$ cat src/rtl/mac_sequencer_if.sv
// Stream bundle for mac_sequencer: sample and weight AXI-Stream inputs plus the
// result AXI-Stream output. "slave" is the sequencer's view, "master" the environment's.
interface mac_sequencer_if #(
    parameter int DW = 16,
    parameter int AW = 32
);
    logic [DW-1:0] s_i_TDATA;
    logic          s_i_TVALID;
    logic          s_i_TLAST;
    logic          s_i_TREADY;

    logic [DW-1:0] s_k_TDATA;
    logic          s_k_TVALID;
    logic          s_k_TREADY;

    logic [AW-1:0] m_TDATA;
    logic          m_TVALID;
    logic          m_TLAST;
    logic          m_TREADY;

    modport slave (
        input  s_i_TDATA, s_i_TVALID, s_i_TLAST,
        output s_i_TREADY,
        input  s_k_TDATA, s_k_TVALID,
        output s_k_TREADY,
        output m_TDATA, m_TVALID, m_TLAST,
        input  m_TREADY
    );

    modport master (
        output s_i_TDATA, s_i_TVALID, s_i_TLAST,
        input  s_i_TREADY,
        output s_k_TDATA, s_k_TVALID,
        input  s_k_TREADY,
        input  m_TDATA, m_TVALID, m_TLAST,
        output m_TREADY
    );
endinterface

$ cat src/rtl/mac_sequencer.sv
// Operand-side driver for the external 16x16->32 multiply-accumulate block: joins
// sample/weight streams, issues TAPS products per word and returns the dot product.
module mac_sequencer #(
    parameter int TAPS = 9,
    parameter int DW   = 16,
    parameter int AW   = 32
) (
    input  logic          clk,
    input  logic          reset,
    input  logic          run,
    input  logic [DW-1:0] bias,
    mac_sequencer_if.slave axis,
    output logic [DW-1:0] i_TDATA,
    output logic [DW-1:0] k_TDATA,
    output logic [DW-1:0] b_TDATA,
    output logic          r1_enable,
    output logic          enable,
    output logic          m_enable,
    input  logic [AW-1:0] o_TDATA,
    output logic          busy,
    output logic          err_tlast
);

    localparam int            CW       = $clog2(TAPS + 1);
    localparam logic [CW-1:0] LAST_TAP = CW'(TAPS - 1);

    localparam logic [1:0] IDLE  = 2'd0;
    localparam logic [1:0] RUN   = 2'd1;
    localparam logic [1:0] DRAIN = 2'd2;
    localparam logic [1:0] OUT   = 2'd3;

    logic [1:0]    state;
    logic [CW-1:0] tap_cnt;
    logic [1:0]    drain_cnt;
    logic          r1_first;
    logic          last_tlast;

    logic accept;
    logic first_tap;
    logic final_tap;

    // A pair moves only on the joint handshake; a lone valid is left in place.
    assign accept    = (state == RUN) && axis.s_i_TVALID && axis.s_k_TVALID;
    assign first_tap = (tap_cnt == '0);
    assign final_tap = (tap_cnt == LAST_TAP);

    assign axis.s_i_TREADY = (state == RUN);
    assign axis.s_k_TREADY = (state == RUN);
    assign busy            = (state != IDLE);

    // Operand registers and the two-stage control pipeline feeding the accumulator.
    // NOTE: state elements use non-blocking assignments so every register samples
    // pre-edge values; blocking here would let r1_enable ripple into enable in one edge.
    always_ff @(posedge clk or negedge reset) begin
        if (!reset) begin
            i_TDATA    <= '0;
            k_TDATA    <= '0;
            b_TDATA    <= '0;
            r1_enable  <= 1'b0;
            r1_first   <= 1'b0;
            enable     <= 1'b0;
            m_enable   <= 1'b0;
            last_tlast <= 1'b0;
            err_tlast  <= 1'b0;
        end else begin
            r1_enable <= accept;
            r1_first  <= accept && first_tap;
            enable    <= r1_enable;
            m_enable  <= r1_first;
            if (accept) begin
                i_TDATA    <= axis.s_i_TDATA;
                k_TDATA    <= axis.s_k_TDATA;
                last_tlast <= axis.s_i_TLAST;
                if (first_tap) begin
                    b_TDATA <= bias;
                end
                if (axis.s_i_TLAST && !final_tap) begin
                    err_tlast <= 1'b1;
                end
            end
        end
    end

    // Group sequencing. DRAIN waits out the product and sum stages of the final tap
    // (two edges), then captures the settled sum on the third.
    always_ff @(posedge clk or negedge reset) begin
        if (!reset) begin
            state         <= IDLE;
            tap_cnt       <= '0;
            drain_cnt     <= '0;
            axis.m_TDATA  <= '0;
            axis.m_TVALID <= 1'b0;
            axis.m_TLAST  <= 1'b0;
        end else begin
            case (state)
                IDLE: begin
                    if (run) begin
                        state <= RUN;
                    end
                end
                RUN: begin
                    if (accept) begin
                        if (final_tap) begin
                            tap_cnt   <= '0;
                            drain_cnt <= '0;
                            state     <= DRAIN;
                        end else begin
                            tap_cnt <= tap_cnt + 1'b1;
                        end
                    end
                end
                DRAIN: begin
                    if (drain_cnt == 2'd2) begin
                        axis.m_TDATA  <= o_TDATA;
                        axis.m_TVALID <= 1'b1;
                        axis.m_TLAST  <= last_tlast;
                        state         <= OUT;
                    end else begin
                        drain_cnt <= drain_cnt + 1'b1;
                    end
                end
                OUT: begin
                    // run is only consulted here, so a group in flight always finishes.
                    if (axis.m_TREADY) begin
                        axis.m_TVALID <= 1'b0;
                        state         <= run ? RUN : IDLE;
                    end
                end
                default: state <= IDLE;
            endcase
        end
    end

endmodule

$ cat src/flat_wrapper.sv
// flat-port wrapper written by rule: the top's interface ports become plain ports
module mac_sequencer_flat 
#(
    parameter int TAPS = 9,
    parameter int DW   = 16,
    parameter int AW   = 32
)
  (clk, reset, run, bias, i_TDATA, k_TDATA, b_TDATA, r1_enable, enable, m_enable, o_TDATA, busy, err_tlast, axis_s_i_TDATA, axis_s_i_TVALID, axis_s_i_TLAST, axis_s_i_TREADY, axis_s_k_TDATA, axis_s_k_TVALID, axis_s_k_TREADY, axis_m_TDATA, axis_m_TVALID, axis_m_TLAST, axis_m_TREADY);
  mac_sequencer_if #(.DW(DW), .AW(AW)) axis_i ();
  input  logic clk;
  input  logic reset;
  input  logic run;
  input  logic [DW-1:0] bias;
  output logic [DW-1:0] i_TDATA;
  output logic [DW-1:0] k_TDATA;
  output logic [DW-1:0] b_TDATA;
  output logic r1_enable;
  output logic enable;
  output logic m_enable;
  input  logic [AW-1:0] o_TDATA;
  output logic busy;
  output logic err_tlast;
  input wire logic [$bits(axis_i.s_i_TDATA)-1:0] axis_s_i_TDATA;
  input wire logic [$bits(axis_i.s_i_TVALID)-1:0] axis_s_i_TVALID;
  input wire logic [$bits(axis_i.s_i_TLAST)-1:0] axis_s_i_TLAST;
  output wire logic [$bits(axis_i.s_i_TREADY)-1:0] axis_s_i_TREADY;
  input wire logic [$bits(axis_i.s_k_TDATA)-1:0] axis_s_k_TDATA;
  input wire logic [$bits(axis_i.s_k_TVALID)-1:0] axis_s_k_TVALID;
  output wire logic [$bits(axis_i.s_k_TREADY)-1:0] axis_s_k_TREADY;
  output wire logic [$bits(axis_i.m_TDATA)-1:0] axis_m_TDATA;
  output wire logic [$bits(axis_i.m_TVALID)-1:0] axis_m_TVALID;
  output wire logic [$bits(axis_i.m_TLAST)-1:0] axis_m_TLAST;
  input wire logic [$bits(axis_i.m_TREADY)-1:0] axis_m_TREADY;
  assign axis_i.s_i_TDATA = axis_s_i_TDATA;
  assign axis_i.s_i_TVALID = axis_s_i_TVALID;
  assign axis_i.s_i_TLAST = axis_s_i_TLAST;
  assign axis_s_i_TREADY = axis_i.s_i_TREADY;
  assign axis_i.s_k_TDATA = axis_s_k_TDATA;
  assign axis_i.s_k_TVALID = axis_s_k_TVALID;
  assign axis_s_k_TREADY = axis_i.s_k_TREADY;
  assign axis_m_TDATA = axis_i.m_TDATA;
  assign axis_m_TVALID = axis_i.m_TVALID;
  assign axis_m_TLAST = axis_i.m_TLAST;
  assign axis_i.m_TREADY = axis_m_TREADY;
  mac_sequencer #(.TAPS(TAPS), .DW(DW), .AW(AW)) u_core (.clk(clk), .reset(reset), .run(run), .bias(bias), .axis(axis_i), .i_TDATA(i_TDATA), .k_TDATA(k_TDATA), .b_TDATA(b_TDATA), .r1_enable(r1_enable), .enable(enable), .m_enable(m_enable), .o_TDATA(o_TDATA), .busy(busy), .err_tlast(err_tlast));
endmodule
$ cat config.mk
export PLATFORM = sky130hd
export DESIGN_NAME = mac_sequencer_flat
export DESIGN_NICKNAME = d
export VERILOG_FILES = /design/src/rtl/mac_sequencer_if.sv /design/src/rtl/mac_sequencer.sv /design/src/flat_wrapper.sv
export SDC_FILE = /design/constraint.sdc
export NUM_CORES = 1
export LEC_CHECK = 0
export CORE_MARGIN = 2
export CORE_UTILIZATION = 39
export CTS_BUF_LIST = sky130_fd_sc_hd__clkbuf_4 sky130_fd_sc_hd__clkbuf_8
export CTS_CLUSTER_DIAMETER = 40
export DETAILED_ROUTE_END_ITERATION = 8
export PLACE_DENSITY_LB_ADDON = 0.2
export SYNTH_ARGS = -nofsm -noshare
export SYNTH_HDL_FRONTEND = slang
export SYNTH_SLANG_ARGS = --single-unit
$ cat constraint.sdc
create_clock -name clk -period 1.9 [get_ports clk]
set_input_delay 0.285 -clock clk [delete_from_list [all_inputs] [get_ports clk]]
set_output_delay 0.285 -clock clk [all_outputs]
set_load 0.02 [all_outputs]
==> results.sh <==
export IMPL_yosysTopAreaCell="dfrtp_1"
export IMPL_synth_top_cell_area_share_pct=62.7
export IMPL_fin_setup_tns_ps=0
export IMPL_synth_avg_cell_area_um2=11.9
export IMPL_antenna_found_initial=0
export IMPL_grt_max_degree=46
export IMPL_ys_top_cells_by_area="dfrtp_1, mux2_2, nand2_1, ha_1, inv_1"
export IMPL_cts_sinks=96
export IMPL_cts_max_level=3
export IMPL_ios=176
export IMPL_routed_wl_um=8780
export IMPL_stdcell_count=640
export IMPL_wl_per_cell_um=13.7
export IMPL_path_max_fanout=17
export IMPL_cp_arrival_ps=2040
export IMPL_num_vias=2900
export IMPL_die_w_um=103
export IMPL_drt_first_iter_violations=88
export IMPL_period_needed_ps=1810
export IMPL_worstPathRequired_ps=2130
export IMPL_ys_flop_type="dfrtp_1"
export IMPL_clockPowerShare_pct=14.2
export IMPL_power_share_combinational_pct=49.6
export IMPL_start_kind="flop"
export IMPL_track_usage_pct=16.3
export IMPL_grt_pass1_wl_um=13500
export IMPL_critPathCaptureType="flop"
export IMPL_grt_pass1_vias=2841
export IMPL_slew_viol_final=0
export IMPL_synthesis_area_mm2=0.00383
export IMPL_internal_power_mw=6.15
export IMPL_clk_latency_ps=360
export IMPL_synth_edf_count=0
export IMPL_final_hold_viol_count=0
export IMPL_ys_top_cells_by_count="nand2_1, dfrtp_1, mux2_2"
export IMPL_final_antenna_net_count=0
export IMPL_core_mm2=0.00964
export IMPL_yosysMostFrequentCell="nand2_1"
export IMPL_portBuffers=175
export IMPL_die_area_mm2=0.0106
export IMPL_ys_warn_count=0
export IMPL_start_util_pct=39.8
export IMPL_first_pass_iters=4
export IMPL_cts_buffers=9
export IMPL_synth_distinct_cells=27
export IMPL_tritoncts="built"
export IMPL_clkTransAtPathRegs_ps=100
export IMPL_syn_num_nets=416
export IMPL_rows=36
export IMPL_p_leak_nw=2.72
export IMPL_drive_gt1_share_pct=15.8
export IMPL_clock_skew_ps=16.6
export IMPL_grt_setup_unrepaired="yes"
export IMPL_worst_pin_slew_ps=412
export IMPL_cts_root_buf="clkbuf_8"
export IMPL_synth_async_reset_ratio_pct=100
export IMPL_dp_hpwl_um=6450
export IMPL_placed_cells=623
export IMPL_via_per_inst=4.53
export IMPL_grt_overflow_total=0
export IMPL_drc=0
export IMPL_synth_seq_area_share_pct=62.7
export IMPL_maxCapViolCount=0
export IMPL_max_freq_mhz=553
export IMPL_fin_util_pct=62.3
export IMPL_antenna_diode_count=0
export IMPL_hold_path_class="in -> async"
export IMPL_cts_setup_buffers=0
export IMPL_finalWeightedCongestion=0.848
export IMPL_final_nets=597
export IMPL_power_switching_mw=3.56
export IMPL_synth_seq_cells=96
export IMPL_p_per_area_mw_per_mm2=1620
export IMPL_worstSetupPathType="reg -> reg"
export IMPL_syn_to_final_growth_pct=56.6
export IMPL_max_slew_margin_rel_pct=72.5
export IMPL_syn_inst=321
export IMPL_setup_viol=0
export IMPL_status="completed"
export IMPL_p_seq_share_pct=36.2
export IMPL_cts_max_path_buffers=2
export IMPL_p_sw_share_pct=36.7
export IMPL_ir_drop_v=0.000938
export IMPL_min_period_over_period_pct=95.2
export IMPL_die_h_um=103
[worst max-delay path: stages (launching register included)]
cell and delay, ps:
dfrtp_1 440, inv_1 120, ha_2 270, nand2_1 110
nor4_4 210, buf_12 200, mux2_2 340
[final cells by class]
type | instances | area, µm²
Timing Repair Buffer | 183 | 1860
Clock buffer | 11 | 145
Fill cell | 834 | 3640
Sequential cell | 96 | 2400
Tap cell | 133 | 166
Clock inverter | 5 | 63.8
Multi-Input combinational cell | 199 | 1310
Inverter | 13 | 48.8
[worst paths after layout]
| check | start | to | slack [ps] | cells after the start |
|---|---|---|---|---|
| max | u_core.state[1]$_DFFE_PN0P_ | u_core.b_TDATA[12]$_DFFE_PN0P_ | 90 | 6 |
| min | reset | u_core.axis.m_TDATA[30]$_DFFE_PN0P_ | 340 | 2 |
| max reg2reg | u_core.state[1]$_DFFE_PN0P_ | u_core.b_TDATA[12]$_DFFE_PN0P_ | 90 | 6 |
| min reg2reg | u_core.r1_first$_DFF_PN0_ | u_core.m_enable$_DFF_PN0_ | 360 | 0 |
| max in group asynchronous | reset | u_core.i_TDATA[10]$_DFFE_PN0P_ | 850 | 3 |
| min in group clk | u_core.r1_first$_DFF_PN0_ | u_core.m_enable$_DFF_PN0_ | 360 | 0 |
[routing by layer]
metal,share of wire (%),wire length [µm],vias to the layer above,track usage [%]
met4,1.8,157,0,6.78
met1,43,3810,1346,20.9
met5,0,0,-,0
li1,-,-,1411,-
met2,44,3870,129,25.0
met3,11,947,14,6.17
[flip-flops by register name, summed over array words and instances (netlist names), 2 cells and up]
signal               cells
u_core.i_TDATA          16
u_core.b_TDATA          16
u_core.state             2
u_core.axis.m_TDATA     32
u_core.tap_cnt           4
u_core.k_TDATA          16
u_core.drain_cnt         2
[kinds of logic (layout without fill, tap and decap cells)]
kind of cell | count (synthesis) | count (layout) | share of synthesized area [%]
AND/OR/NAND/NOR | 118 | 118 | 12.4
multiplexers | 53 | 53 | 15.5
adder cells (fa/ha/maj) | 8 | 8 | 2.61
flip-flops | 96 | 96 | 62.7
AO/OA/AOI/OAI | 20 | 20 | 3.53
buffers and inverters | 26 | 212 | 3.26
[placed cells by master (no fill, tap or decap), drive strengths merged]
cell             n
nor2b            2
buf              8
nand4b           1
dlygate4sd2      1
nor4             1
a21o             1
nor2             2
dlygate4sd3      1
nand2          108
o31ai            1
a221oi           1
clkdlybuf4s15    2
clkinvlp         1
bufinv           1
clkbuf          11
clkdlybuf4s50  171
a22o             3
a31o             1
clkinv           2
dfrtp           96
mux2            51
nor3             3
nand3            1
inv             14
mux2i            2
a211oi           1
ha               8
o21ai            6
a21oi            4
o21bai           1
a221o            1
[power by group through the flow]
| stage | combinational, mW | sequential [mW] | clock [mW] |
|---|---|---|---|
| after global placement | 4.79 | 3.53 | 0 |
| after global routing | 5.18 | 3.64 | 1.53 |
| after floorplan | 1.48 | 4.58 | 0 |
| final | 4.82 | 3.52 | 1.38 |
| after detailed placement | 4.87 | 3.56 | 0 |
| after CTS | 4.85 | 3.53 | 1.43 |
[repair_timing]
| action | in CTS | in global routing |
|---|---|---|
| hold endpoints to repair | 18 | 0 |
| gates resized for setup | 3 | 3 |
| hold buffers | 1 | 0 |
| endpoints found under the setup margin | 3 | 11 |
| pin swaps | 0 | 0 |
[per-stage QoR]
stage | worst slack [ps] | cell area [µm²] | hold WS [ps] | power [mW]
6_report | 90.9 | 6000 | 344 | 9.71
3_5_place_dp | 16.6 | 5780 | 179 | 8.43
3_3_place_gp | 62.9 | 5780 | 183 | 8.32
2_1_floorplan | 0.745 | 3830 | -10.6 | 6.06
4_1_cts | 51.4 | 5990 | 327 | 9.81
5_1_grt | -23.6 | 6000 | 348 | 10.4
No activity file was read; power rests on OpenSTA's default activity.
